`src/rtl/dma_pkg.sv`:
```
// Shared types and helpers for the DMA priority encoder / bus arbiter.
package dma_pkg;

  localparam int NUM_CH = 4;

  typedef logic [1:0] ch_t;

  typedef enum logic [1:0] {
    IDLE      = 2'd0,
    WAIT_HLDA = 2'd1,
    GRANT     = 2'd2
  } state_t;

  // Scan requests starting at the highest-priority channel. In fixed mode
  // that is ch0; in rotating mode it is the channel after the last grant.
  function automatic ch_t pick_winner(input logic [NUM_CH-1:0] req,
                                      input logic rot,
                                      input ch_t last);
    ch_t  start_v;
    ch_t  idx_v;
    ch_t  win_v;
    logic found_v;
    start_v = rot ? ch_t'(last + 2'd1) : 2'd0;
    win_v   = 2'd0;
    found_v = 1'b0;
    for (int k = 0; k < NUM_CH; k++) begin
      idx_v = ch_t'(start_v + ch_t'(k));
      if (!found_v && req[idx_v]) begin
        win_v   = idx_v;
        found_v = 1'b1;
      end else begin
        found_v = found_v;
      end
    end
    return win_v;
  endfunction

  // One-hot acknowledge vector for a channel index.
  function automatic logic [NUM_CH-1:0] ch_onehot(input ch_t ch);
    logic [NUM_CH-1:0] v;
    v     = {NUM_CH{1'b0}};
    v[ch] = 1'b1;
    return v;
  endfunction

endpackage

```
`src/rtl/dma_priority_if.sv`:
```
// Request/acknowledge and command-register bundle between the arbiter and its
// surroundings (CPU hold handshake, peripherals, timing control).
interface dma_priority_if;
  import dma_pkg::*;

  logic [NUM_CH-1:0] dreq;
  logic              hlda;
  logic              hrq;
  logic [NUM_CH-1:0] dack;
  logic              dreq_sense_low;
  logic              dack_sense_high;
  logic              rot_pri;
  logic [NUM_CH-1:0] mask;
  logic [NUM_CH-1:0] sw_req;
  logic              svc_done;
  logic              grant_valid;
  ch_t               grant_ch;
  logic              abort;

  // Arbiter side.
  modport slave (
    input  dreq, hlda, dreq_sense_low, dack_sense_high, rot_pri, mask, sw_req,
           svc_done,
    output hrq, dack, grant_valid, grant_ch, abort
  );

  // Environment side.
  modport master (
    output dreq, hlda, dreq_sense_low, dack_sense_high, rot_pri, mask, sw_req,
           svc_done,
    input  hrq, dack, grant_valid, grant_ch, abort
  );

endinterface

```
`src/rtl/dma_sync2.sv`:
```
// Two-flop synchronizer for asynchronous level inputs.
module dma_sync2 #(
  parameter int WIDTH = 4
) (
  input  logic             clk,
  input  logic             rst,
  input  logic [WIDTH-1:0] d,
  output logic [WIDTH-1:0] q
);

  logic [WIDTH-1:0] meta_r;

  // Shift the input through two flops to settle metastability.
  always_ff @(posedge clk or posedge rst) begin
    if (rst) begin
      meta_r <= {WIDTH{1'b0}};
      q      <= {WIDTH{1'b0}};
    end else begin
      meta_r <= d;
      q      <= meta_r;
    end
  end

endmodule

```
`src/rtl/dma_priority.sv`:
```
// DMA channel priority arbiter: synchronizes channel requests, runs the CPU
// hold handshake and grants the bus to one channel at a time, with fixed or
// rotating priority.
module dma_priority
  import dma_pkg::*;
(
  input  logic           clk,
  input  logic           rst,
  dma_priority_if.slave  bus
);

  logic [NUM_CH-1:0] dreq_pol_s;
  logic [NUM_CH-1:0] hw_req_s;
  logic [NUM_CH-1:0] eff_req_s;
  ch_t               winner_s;

  state_t            state_r;
  logic              hrq_r;
  logic              grant_valid_r;
  ch_t               grant_ch_r;
  logic              abort_r;
  logic [NUM_CH-1:0] active_r;
  ch_t               rot_ptr_r;

  // Normalise request polarity so that 1 always means "requesting".
  assign dreq_pol_s = bus.dreq ^ {NUM_CH{bus.dreq_sense_low}};

  dma_sync2 #(.WIDTH(NUM_CH)) u_sync (
    .clk (clk),
    .rst (rst),
    .d   (dreq_pol_s),
    .q   (hw_req_s)
  );

  // Effective requests: masked hardware requests plus unmaskable software ones.
  always_comb begin
    eff_req_s = (hw_req_s & ~bus.mask) | bus.sw_req;
  end

  // Current arbitration winner; only sampled when entering GRANT.
  always_comb begin
    winner_s = pick_winner(eff_req_s, bus.rot_pri, rot_ptr_r);
  end

  // Hold-request / grant state machine with registered outputs.
  always_ff @(posedge clk or posedge rst) begin
    if (rst) begin
      state_r       <= IDLE;
      hrq_r         <= 1'b0;
      grant_valid_r <= 1'b0;
      grant_ch_r    <= 2'd0;
      abort_r       <= 1'b0;
      active_r      <= {NUM_CH{1'b0}};
      rot_ptr_r     <= 2'd3;
    end else begin
      abort_r <= 1'b0;
      case (state_r)
        IDLE: begin
          grant_valid_r <= 1'b0;
          active_r      <= {NUM_CH{1'b0}};
          if (|eff_req_s) begin
            state_r <= WAIT_HLDA;
            hrq_r   <= 1'b1;
          end else begin
            state_r <= IDLE;
            hrq_r   <= 1'b0;
          end
        end
        WAIT_HLDA: begin
          if (bus.hlda && (|eff_req_s)) begin
            state_r       <= GRANT;
            grant_valid_r <= 1'b1;
            grant_ch_r    <= winner_s;
            active_r      <= ch_onehot(winner_s);
            rot_ptr_r     <= winner_s;
          end else if (!(|eff_req_s)) begin
            // Request withdrawn (with or without HLDA): back off, no grant.
            state_r <= IDLE;
            hrq_r   <= 1'b0;
          end else begin
            state_r <= WAIT_HLDA;
          end
        end
        GRANT: begin
          // svc_done wins over a simultaneous HLDA drop, so no abort then.
          if (bus.svc_done || !bus.hlda) begin
            state_r       <= IDLE;
            hrq_r         <= 1'b0;
            grant_valid_r <= 1'b0;
            active_r      <= {NUM_CH{1'b0}};
            abort_r       <= !bus.svc_done;
          end else begin
            state_r <= GRANT;
          end
        end
        default: begin
          state_r       <= IDLE;
          hrq_r         <= 1'b0;
          grant_valid_r <= 1'b0;
          active_r      <= {NUM_CH{1'b0}};
        end
      endcase
    end
  end

  assign bus.hrq         = hrq_r;
  assign bus.grant_valid = grant_valid_r;
  assign bus.grant_ch    = grant_ch_r;
  assign bus.abort       = abort_r;
  // Acknowledge polarity follows the command register without a clock delay.
  assign bus.dack        = active_r ^ {NUM_CH{~bus.dack_sense_high}};

endmodule

```
`src/flat_wrapper.sv`:
```
// flat-port wrapper written by rule: the top's interface ports become plain ports
module dma_priority_flat import dma_pkg::*;
  (clk, rst, bus_dreq, bus_hlda, bus_dreq_sense_low, bus_dack_sense_high, bus_rot_pri, bus_mask, bus_sw_req, bus_svc_done, bus_hrq, bus_dack, bus_grant_valid, bus_grant_ch, bus_abort);
  dma_priority_if bus_i ();
  input  logic clk;
  input  logic rst;
  input wire logic [$bits(bus_i.dreq)-1:0] bus_dreq;
  input wire logic [$bits(bus_i.hlda)-1:0] bus_hlda;
  input wire logic [$bits(bus_i.dreq_sense_low)-1:0] bus_dreq_sense_low;
  input wire logic [$bits(bus_i.dack_sense_high)-1:0] bus_dack_sense_high;
  input wire logic [$bits(bus_i.rot_pri)-1:0] bus_rot_pri;
  input wire logic [$bits(bus_i.mask)-1:0] bus_mask;
  input wire logic [$bits(bus_i.sw_req)-1:0] bus_sw_req;
  input wire logic [$bits(bus_i.svc_done)-1:0] bus_svc_done;
  output wire logic [$bits(bus_i.hrq)-1:0] bus_hrq;
  output wire logic [$bits(bus_i.dack)-1:0] bus_dack;
  output wire logic [$bits(bus_i.grant_valid)-1:0] bus_grant_valid;
  output wire logic [$bits(bus_i.grant_ch)-1:0] bus_grant_ch;
  output wire logic [$bits(bus_i.abort)-1:0] bus_abort;
  assign bus_i.dreq = bus_dreq;
  assign bus_i.hlda = bus_hlda;
  assign bus_i.dreq_sense_low = bus_dreq_sense_low;
  assign bus_i.dack_sense_high = bus_dack_sense_high;
  assign bus_i.rot_pri = bus_rot_pri;
  assign bus_i.mask = bus_mask;
  assign bus_i.sw_req = bus_sw_req;
  assign bus_i.svc_done = bus_svc_done;
  assign bus_hrq = bus_i.hrq;
  assign bus_dack = bus_i.dack;
  assign bus_grant_valid = bus_i.grant_valid;
  assign bus_grant_ch = bus_i.grant_ch;
  assign bus_abort = bus_i.abort;
  dma_priority u_core (.clk(clk), .rst(rst), .bus(bus_i));
endmodule
```
`config.mk`:
```
export PLATFORM = sky130hd
export DESIGN_NAME = dma_priority_flat
export DESIGN_NICKNAME = d
export VERILOG_FILES = /design/src/rtl/dma_pkg.sv /design/src/rtl/dma_priority_if.sv /design/src/rtl/dma_sync2.sv /design/src/rtl/dma_priority.sv /design/src/flat_wrapper.sv
export SDC_FILE = /design/constraint.sdc
export NUM_CORES = 1
export LEC_CHECK = 0
export ABC_AREA = 1
export CAP_MARGIN = 40
export CORE_MARGIN = 4
export CORE_UTILIZATION = 55
export DETAILED_ROUTE_END_ITERATION = 8
export DONT_BUFFER_PORTS = 1
export PLACE_DENSITY_LB_ADDON = 0.15
export SLEW_MARGIN = 20
export SYNTH_ARGS = -nofsm -noshare
export SYNTH_HDL_FRONTEND = slang
export SYNTH_SLANG_ARGS = --single-unit
export TNS_END_PERCENT = 10
```
`constraint.sdc`:
```
create_clock -name clk -period 3.9 [get_ports clk]
set_clock_uncertainty 0.2 [all_clocks]
set_input_delay 0.585 -clock clk [delete_from_list [all_inputs] [get_ports clk]]
set_output_delay 0.585 -clock clk [all_outputs]
set_load 0.01 [all_outputs]
```
After elaboration in Yosys (flattened, before gate mapping)
Index checks and enable logic that the tools add are counted.
{"block": "totals", "ff_bits": 21, "out_inout_bits": 9, "elab_cells": 81}
{"block": "op_classes", "n_addsub": 4, "order_cmp": 6, "eq_ne": 6, "n_mux": 34, "bitwise_logic": 6, "n_reduce_logical": 16}
{"cell": "two-way mux 1 bit", "n": 16}
{"cell": "< comparator 2 x 3 -> 1 bit (second input constant)", "n": 5}
{"cell": "two-way mux 2 bit", "n": 7}
{"cell": "binary-select mux 1 bit (select 2 bit)", "n": 4}
{"cell": "two-way mux 4 bit", "n": 2}
{"cell": "one-hot mux 4 bit (2 select lines)", "n": 1}
{"cell": "XOR 4 bit", "n": 2}
{"cell": "one-hot mux 2 bit (3 select lines)", "n": 1}
{"cell": "logical AND 1 bit", "n": 5}
{"cell": "zero test 1 bit", "n": 5}
{"cell": "adder 2 x 1 -> 2 bit (second input constant)", "n": 2}
{"cell": "adder 2 bit (second input constant)", "n": 2}
{"cell": "bitwise AND 4 bit", "n": 1}
{"cell": "!= test 2 x 1 -> 1 bit (second input constant)", "n": 2}
{"cell": "!= test 2 bit (second input constant)", "n": 2}
{"cell": "NOT 4 bit", "n": 1}
{"cell": "bitwise OR 4 bit", "n": 1}
{"cell": "AND reduction 2 bit", "n": 2}
{"cell": "OR reduction 4 bit", "n": 1}
{"cell": "one-hot mux 1 bit (3 select lines)", "n": 1}
{"cell": "AND reduction 3 bit", "n": 1}
{"cell": "demux 1 bit (select 2 bit)", "n": 1}
{"cell": "== test 2 x 1 -> 1 bit (second input constant)", "n": 1}
{"cell": "== test 2 bit (second input constant)", "n": 1}
{"cell": "other kinds (5)", "n": 5}

Depth between registers and ports, before layout
Gate-level depths: netlist (run 1).
{"block": "logic_depth", "word_depth": 21, "ltp_mapped": 14, "ltp_nobuf": 13}

By module
From an unflattened synthesis (run 1), not the netlist that was laid out.
{"block": "hier_totals", "hier_cells": 159, "hier_area_um2": 1216.2}
{"mod": "dma_priority", "n_inst": 1, "cells_each": 150, "area_per_inst_um2": 1012.2, "seq_area_each_um2": 327.8}
{"mod": "dma_sync2", "n_inst": 1, "cells_each": 9, "area_per_inst_um2": 203.9, "seq_area_each_um2": 200.2}

Worst setup path before layout (run 1)
OpenSTA, ideal clock, no wires.
{"block": "synth_timing", "path_type": "input to output", "from": "input port bus_dack_sense_high", "to": "output port bus_dack[0]", "arrival_ns": 0.996, "required_time_ns": 3.115, "setup_slack_ns": 2.119, "path_stages": 2, "cell_sequence": "clkbuf_1 -> xnor2_1"}
{"block": "synth_between", "elab_chain_cells": 2}
{"element": "from (decl)", "line_no": "flat_wrapper.sv:10", "source": "input wire logic [$bits(bus_i.dack_sense_high)-1:0] bus_dack_sense_high;"}
{"element": "NOT 1 bit", "line_no": "dma_priority.sv:111", "source": "assign bus.dack = active_r ^ {NUM_CH{~bus.dack_sense_high}};"}
{"element": "XOR 4 bit", "line_no": "dma_priority.sv:111"}
{"element": "to (decl)", "line_no": "flat_wrapper.sv:16", "source": "output wire logic [$bits(bus_i.dack)-1:0] bus_dack;"}
Every way passes these cells.

Final worst setup path (run 1)
{"block": "layout_timing", "from": "register u_core.rot_ptr_r[0]", "to": "register u_core.rot_ptr_r[1]"}
{"block": "layout_between", "elab_chain_cells": 14}
{"element": "from (decl)", "line_no": "dma_priority.sv:23", "source": "ch_t rot_ptr_r;"}
{"element": "from (signal assigned)", "line_no": "dma_priority.sv:75", "source": "rot_ptr_r <= winner_s;"}
{"element": "adder 2 x 1 -> 2 bit (*)", "line_no": "dma_pkg.sv:23", "source": "start_v = rot ? ch_t'(last + 2'd1) : 2'd0;"}
{"element": "two-way mux 2 bit (*)", "line_no": "dma_pkg.sv:23"}
{"element": "branches (longest 11 deep; another with adder 2 x 1 -> 2 bit)"}
{"element": "two-way mux 2 bit (*)", "line_no": "dma_pkg.sv:28", "source": "if (!found_v && req[idx_v]) begin"}
Every way passes the cells marked *. The select of a mux whose other input is x is not followed.
A chain may end at the register's enable or synchronous reset.

==> metrics.yaml, run 1 <==
floorplan:
  start_util_pct: 60.7
  die-area_um2: 3080
  fp.dieW_um: 55.5
  ios: 28
  rows: 16
  die_h_um: 55.5
  coreArea_um2: 2040
worst_hold_path:
  hp-class: "primary input to async pin"
synth:
  netlist_instances: 168
  synth-seq-cells: 21
  synth-seq-area-share_pct: 42.6
  avgSynthCellArea_um2: 7.37
  synth.net_count: 187
  ys_warn_count: 0
  yosys.cell_types.count: 24
  syn_area_um2: 1240
placed_design:
  port_buffers: 0
  placed_area_um2: 1260
  place.gp.congestion: 0.905
  place_ws_ns: 1.90
  post-dp-hpwl_um: 1830
  place_inst: 193
timing:
  fin_crit_ns: 1.97
  relSlewSlack_pct: 50.6
  fin_setup_tns_ns: 0
  setup_ws_ns: 1.93
  setup_viol: 0
  max_clock_freq_mhz: 509
  finalHoldViolCount: 0
  worst_pin_slew_ns: 0.740
  finalCritPeriodShare_pct: 50.4
  drv_slew: 0
  rsz0062_at_grt: "false"
critical_path:
  crit_arrival_ns: 2.00
  start_kind: "flop"
  critPathMaxFanout: 11
  critPathKind: "flop to flop"
  required_ns: 3.93
  cp-end-kind: "flop"
clock_network:
  clk_latency_ns: 0.29
  clock_tree.root_cell: "clkbuf_4"
  cts_inserted_buffers: 3
  cts_tree: "done"
  cts_max_path_buffers: 2
  clock_sinks: 21
  cts_hold_buf: 0
  cts-resized-gates: 0
  htree_levels: 1
  clk_pin_slew_ns: 0.11
  post-cts-setup-buffer-count: 0
flow_run:
  maxCapViolCount: 0
layout:
  ff_latch_area_um2: 528
  stdcell_count: 197
  syn_to_final_growth_pct: 3.64
  multi_input_area_um2: 602
  post-route-util_pct: 62.9
  diodes: 0
  nets: 190
  drive_gt1_share_pct: 13.5
  final_area_um2: 1280
  fillCellCount: 199
route:
  viasPerCell: 4.96
  via_count: 977
  postRouteAntennaNets: 0
  drt_iter0_drc: 24
  totalWireLength_um: 2210
  wl_per_cell_um: 11.2
  drcViolationCount: 0
  dr.pass1.iters: 4
global_routing:
  antenna_found_initial: 0
  grt_pass1_vias: 933
  grt_max_degree: 22
  grtUsageTotal_pct: 15.2
  grt_pass1_wl_um: 3840
  grt_overflow: 0
pwr:
  leakage_nw: 0.717
  p_per_area_nw_per_um2: 560
  worst_ir_drop_vdd_uv: 448
outcome:
  outcome: "complete, no violations"
[cell families (layout without fill, tap and decap cells)]
kind of cell | count (synthesis) | in the layout | synth area share, %
buffers and inverters | 27 | 29 | 8.79
AND/OR/NAND/NOR | 106 | 106 | 40.1
XOR/XNOR | 8 | 8 | 5.66
AO/OA/AOI/OAI | 6 | 6 | 2.83
flip-flops | 21 | 21 | 42.6
[area by class of cell]
type	count	share of cell area, %
flip-flops and latches	21	41.1
clock buffers	4	2.05
multi-input cells	120	46.9
well taps	27	2.63
inverters	25	7.31
[final timing paths]
kind                            slack, ns                endpoint  cells after the start               startpoint
worst max-delay path                 1.93     u_core.rot_ptr_r[1]                     10      u_core.rot_ptr_r[0]
worst min-delay path                 0.09  u_core.bus.grant_ch[0]                      1                      rst
worst max register to register       1.93     u_core.rot_ptr_r[1]                     10      u_core.rot_ptr_r[0]
worst min register to register       0.16      u_core.u_sync.q[1]                      0  u_core.u_sync.meta_r[1]
max in group asynchronous            2.94      u_core.u_sync.q[1]                      1                      rst
min in group clk                     0.14        u_core.bus.abort                      1             bus_svc_done
[metal layers]
| metal | GRT usage, % | part of all wire (%) | wire length (um) |
|---|---|---|---|
| met1 | 19.2 | 45 | 982 |
| met2 | 25.5 | 48 | 1050 |
| met3 | 4.20 | 7.4 | 164 |
| met4 | 4.17 | 0.41 | 9 |
| met5 | 0 | 0 | 0 |
[cell usage in the layout (no fill, tap or decap), types with 2 or more instances in the layout]
cell type	Yosys	routed
nand2_2	7	7
nand3_1	19	19
inv_1	23	23
xor2_1	4	4
inv_2	2	2
dfstp_2	2	2
nor2_4	2	2
o21ai_1	2	2
clkbuf_4	0	3
nor3_1	2	2
xnor2_1	4	4
dfrtp_1	19	19
nor2_2	2	2
nand4_1	2	2
nor2_1	9	9
nand3_2	3	3
nand2_1	58	58
[critical path, stage by stage, from the launching register on]
cell     delay, ns
dfstp_2       0.59
inv_2         0.06
nand2_2       0.18
nand3_1       0.16
nand2_2       0.13
nand2_2       0.09
inv_1         0.06
nand4_1       0.13
nand3_2       0.15
nand2_1       0.07
o21ai_1       0.08
[flip-flops by register name, summed over array words and instances, names as in the netlist]
signal / flops
u_core.bus.grant_ch: 2
u_core.bus.abort: 1
u_core.bus.hrq: 1
u_core.state_r: 2
u_core.u_sync.meta_r: 4
u_core.bus.grant_valid: 1
u_core.active_r: 4
u_core.rot_ptr_r: 2
u_core.u_sync.q: 4
[synthesized netlist by cell type (all sizes together)]
library cell,instances,area [um^2]
xor2,4,35.0
buf,1,11.3
o21ai,3,15.0
inv,25,93.8
clkbuf,1,3.75
nor3,2,10.0
nor2,13,68.8
nand4,3,25.0
xnor2,4,35.0
nand2,65,262
dfrtp,19,475
o21a,1,7.51
dfstp,2,52.6
or2,1,6.26
o21bai,1,7.51
nand3,22,125
a21oi,1,5.00
[metrics by stage]
stage	hold WS, ns	power [mW]
after floorplan	0.131	0.577
after global placement	0.132	0.621
after detailed placement	0.135	0.625
after CTS	0.118	0.725
after global routing	0.115	0.789
final	0.0917	0.719
[power breakdown]
part	switching [mW]	total [mW]	internal, mW	leakage [nW]
combinational	0.196	0.297	0.101	0.445
clock	0.0592	0.0990	0.0398	0.0150
sequential	0.0443	0.323	0.278	0.257
total	0.300	0.719	0.419	0.717
No activity file was read; power rests on OpenSTA's default activity.
==> inputs of run 2 (changes only) <==
==> constraint.sdc (replaced) <==
create_clock -name clk -period 1.65 [get_ports clk]
set_clock_uncertainty 0.2 [all_clocks]
set_input_delay 0.2475 -clock clk [delete_from_list [all_inputs] [get_ports clk]]
set_output_delay 0.2475 -clock clk [all_outputs]
set_load 0.01 [all_outputs]
==> run 2 against run 1 <==
  * The run now ends with setup timing left
  * Fmax rose by 4.7%
  * Final cell count rose by 17%
  * First-iteration DRC count rose by 88%
  * Worst setup slack got worse by 2.2 ns
  * Via count rose by 27%
  * Worst hold slack got worse by 0.054 ns
  * Die area did not move
  * Critical endpoint is now u_core.bus.grant_ch[1]
  * Critical path type unchanged
  * Total power rose to 3.2 times the previous value
==> metrics.yaml, run 2 (same netlist as run 1, synthesis figures left out) <==
global_routing:
  grtUsageTotal_pct: 20.4
  grt_overflow: 0
  antenna_found_initial: 0
  grt_pass1_vias: 1151
  grt_max_degree: 22
  grt_pass1_wl_um: 4990
outcome:
  outcome: "complete, but fails checks"
  violations: "setup timing"
layout:
  fillCellCount: 107
  layout_common_cells: "41 x nand2_1, 20 x inv_1, 19 x buf_4, 19 x dfrtp_1, 18 x nand2_2"
  syn_to_final_growth_pct: 41.3
  final_area_um2: 1750
  stdcell_count: 230
  drive_gt1_share_pct: 37.9
  reg.largest.list: "u_core.active_r: 4 flops, u_core.u_sync.meta_r: 4 flops, u_core.u_sync.q: 4 flops"
  nets: 223
  diodes: 0
  final_common_cell: "nand2_1"
  post-route-util_pct: 85.7
floorplan:
  ios: 28
  die_h_um: 55.5
  start_util_pct: 60.7
  rows: 16
  coreArea_um2: 2040
  fp.dieW_um: 55.5
  die-area_um2: 3080
timing:
  max_clock_freq_mhz: 533
  timing.hold.ws_ns: 0.0379
  worst_pin_slew_ns: 0.321
  fin_crit_ns: 1.88
  drv_slew: 0
  relSlewSlack_pct: 78.5
  finalCritPeriodShare_pct: 114
  finalHoldViolCount: 0
  setup_viol: 8
  setup_ws_ns: -0.228
  fin_setup_tns_ns: -1.56
  rsz0062_at_grt: "true"
route:
  drt_iter0_drc: 45
  postRouteAntennaNets: 0
  via_count: 1245
  wl_per_cell_um: 15.3
  dr.pass1.iters: 4
  viasPerCell: 5.41
  drcViolationCount: 0
  totalWireLength_um: 3510
clock_network:
  htree_levels: 1
  clock_tree.root_cell: "clkbuf_4"
  cts_tree: "done"
  cts_max_path_buffers: 2
  clk_latency_ns: 0.31
  cts_inserted_buffers: 3
  clock_sinks: 21
  clk_pin_slew_ns: 0.12
critical_path:
  cp-end-kind: "flop"
  critPathMaxFanout: 5
  critPathKind: "flop to flop"
  crit_arrival_ns: 1.89
  start_kind: "flop"
  required_ns: 1.66
pwr:
  combPwrFrac_pct: 54.9
  p_clk_share_pct: 10.8
  worst_ir_drop_vdd_uv: 1160
  p_sw_share_pct: 44.4
  power.total_mw: 2.27
  power.switching_mw: 1.01
  leakage_nw: 0.923
  p_per_area_nw_per_um2: 1290
  pwr-share-seq_pct: 34.3
  p_int_mw: 1.26
placed_design:
  placed_area_um2: 1400
  place_inst: 212
  port_buffers: 0
  post-dp-hpwl_um: 2130
  place_ws_ns: -0.207
  place.gp.congestion: 0.861
flow_run:
  maxCapViolCount: 0
worst_hold_path:
  hp-class: "primary input to flop"
[run 2: cell count changes in the layout (fill, tap and decap cells not counted), sizes merged]
cell and delta:
buf +21, clkbuf -1, clkinv +1, dlygate4sd3 +12
[run 2: cell type report]
| class | count | area [um^2] | area share [%] |
|---|---|---|---|
| multi-input combinational | 120 | 771 | 44.0 |
| sequential | 21 | 528 | 30.2 |
| timing repair buffer | 33 | 294 | 16.8 |
| inverter | 25 | 96.3 | 5.50 |
| tap | 27 | 33.8 | 1.93 |
| clock buffer | 3 | 22.5 | 1.29 |
| clock inverter | 1 | 5.00 | 0.286 |
[run 2: final timing paths]
kind	slack, ns	start	to	depth (start not counted)
max in group asynchronous	0.75	rst	u_core.rot_ptr_r[0]	3
worst min register to register	0.16	u_core.u_sync.meta_r[1]	u_core.u_sync.q[1]	0
worst min-delay path	0.04	bus_hlda	u_core.active_r[2]	5
worst max-delay path	-0.23	u_core.rot_ptr_r[1]	u_core.bus.grant_ch[1]	9
min in group asynchronous	0.21	rst	u_core.u_sync.meta_r[0]	3
worst max register to register	-0.23	u_core.rot_ptr_r[1]	u_core.bus.grant_ch[1]	9
[run 2: layer usage]
| layer | vias up | wire [um] | global-route usage, % |
|---|---|---|---|
| li1 | 586 | - | - |
| met1 | 579 | 1280 | 22.8 |
| met2 | 62 | 1850 | 36.3 |
| met3 | 18 | 252 | 5.83 |
| met4 | 0 | 129 | 7.64 |
| met5 | - | 0 | 0 |
[run 2: critical path, stage by stage, from the launching register on]
cell and delay [ns]:
dfstp_2 0.57, nand2_1 0.09, nand3_4 0.14, inv_4 0.06
buf_4 0.13, nor2_1 0.12, o21a_1 0.18, nand3_2 0.11
nand2_1 0.11, nand2_1 0.07
[run 2: power by group through the flow]
stage / clock network, mW / registers [mW] / logic, mW
global placement: 0 / 0.766 / 0.842
finish: 0.245 / 0.776 / 1.24
CTS: 0.249 / 0.758 / 0.955
detailed placement: 0 / 0.766 / 0.873
floorplan: 0 / 0.756 / 0.607
global route: 0.267 / 0.785 / 1.35
[run 2: what timing repair did]
| action | in CTS | in global routing |
|---|---|---|
| gates resized for setup | 10 | 37 |
| setup endpoints to repair | 8 | 12 |
| buffers inserted | 0 | 2 |
| pin swaps | 11 | 20 |
| endpoints found under the hold margin | 27 | 0 |
| hold buffers | 12 | 0 |
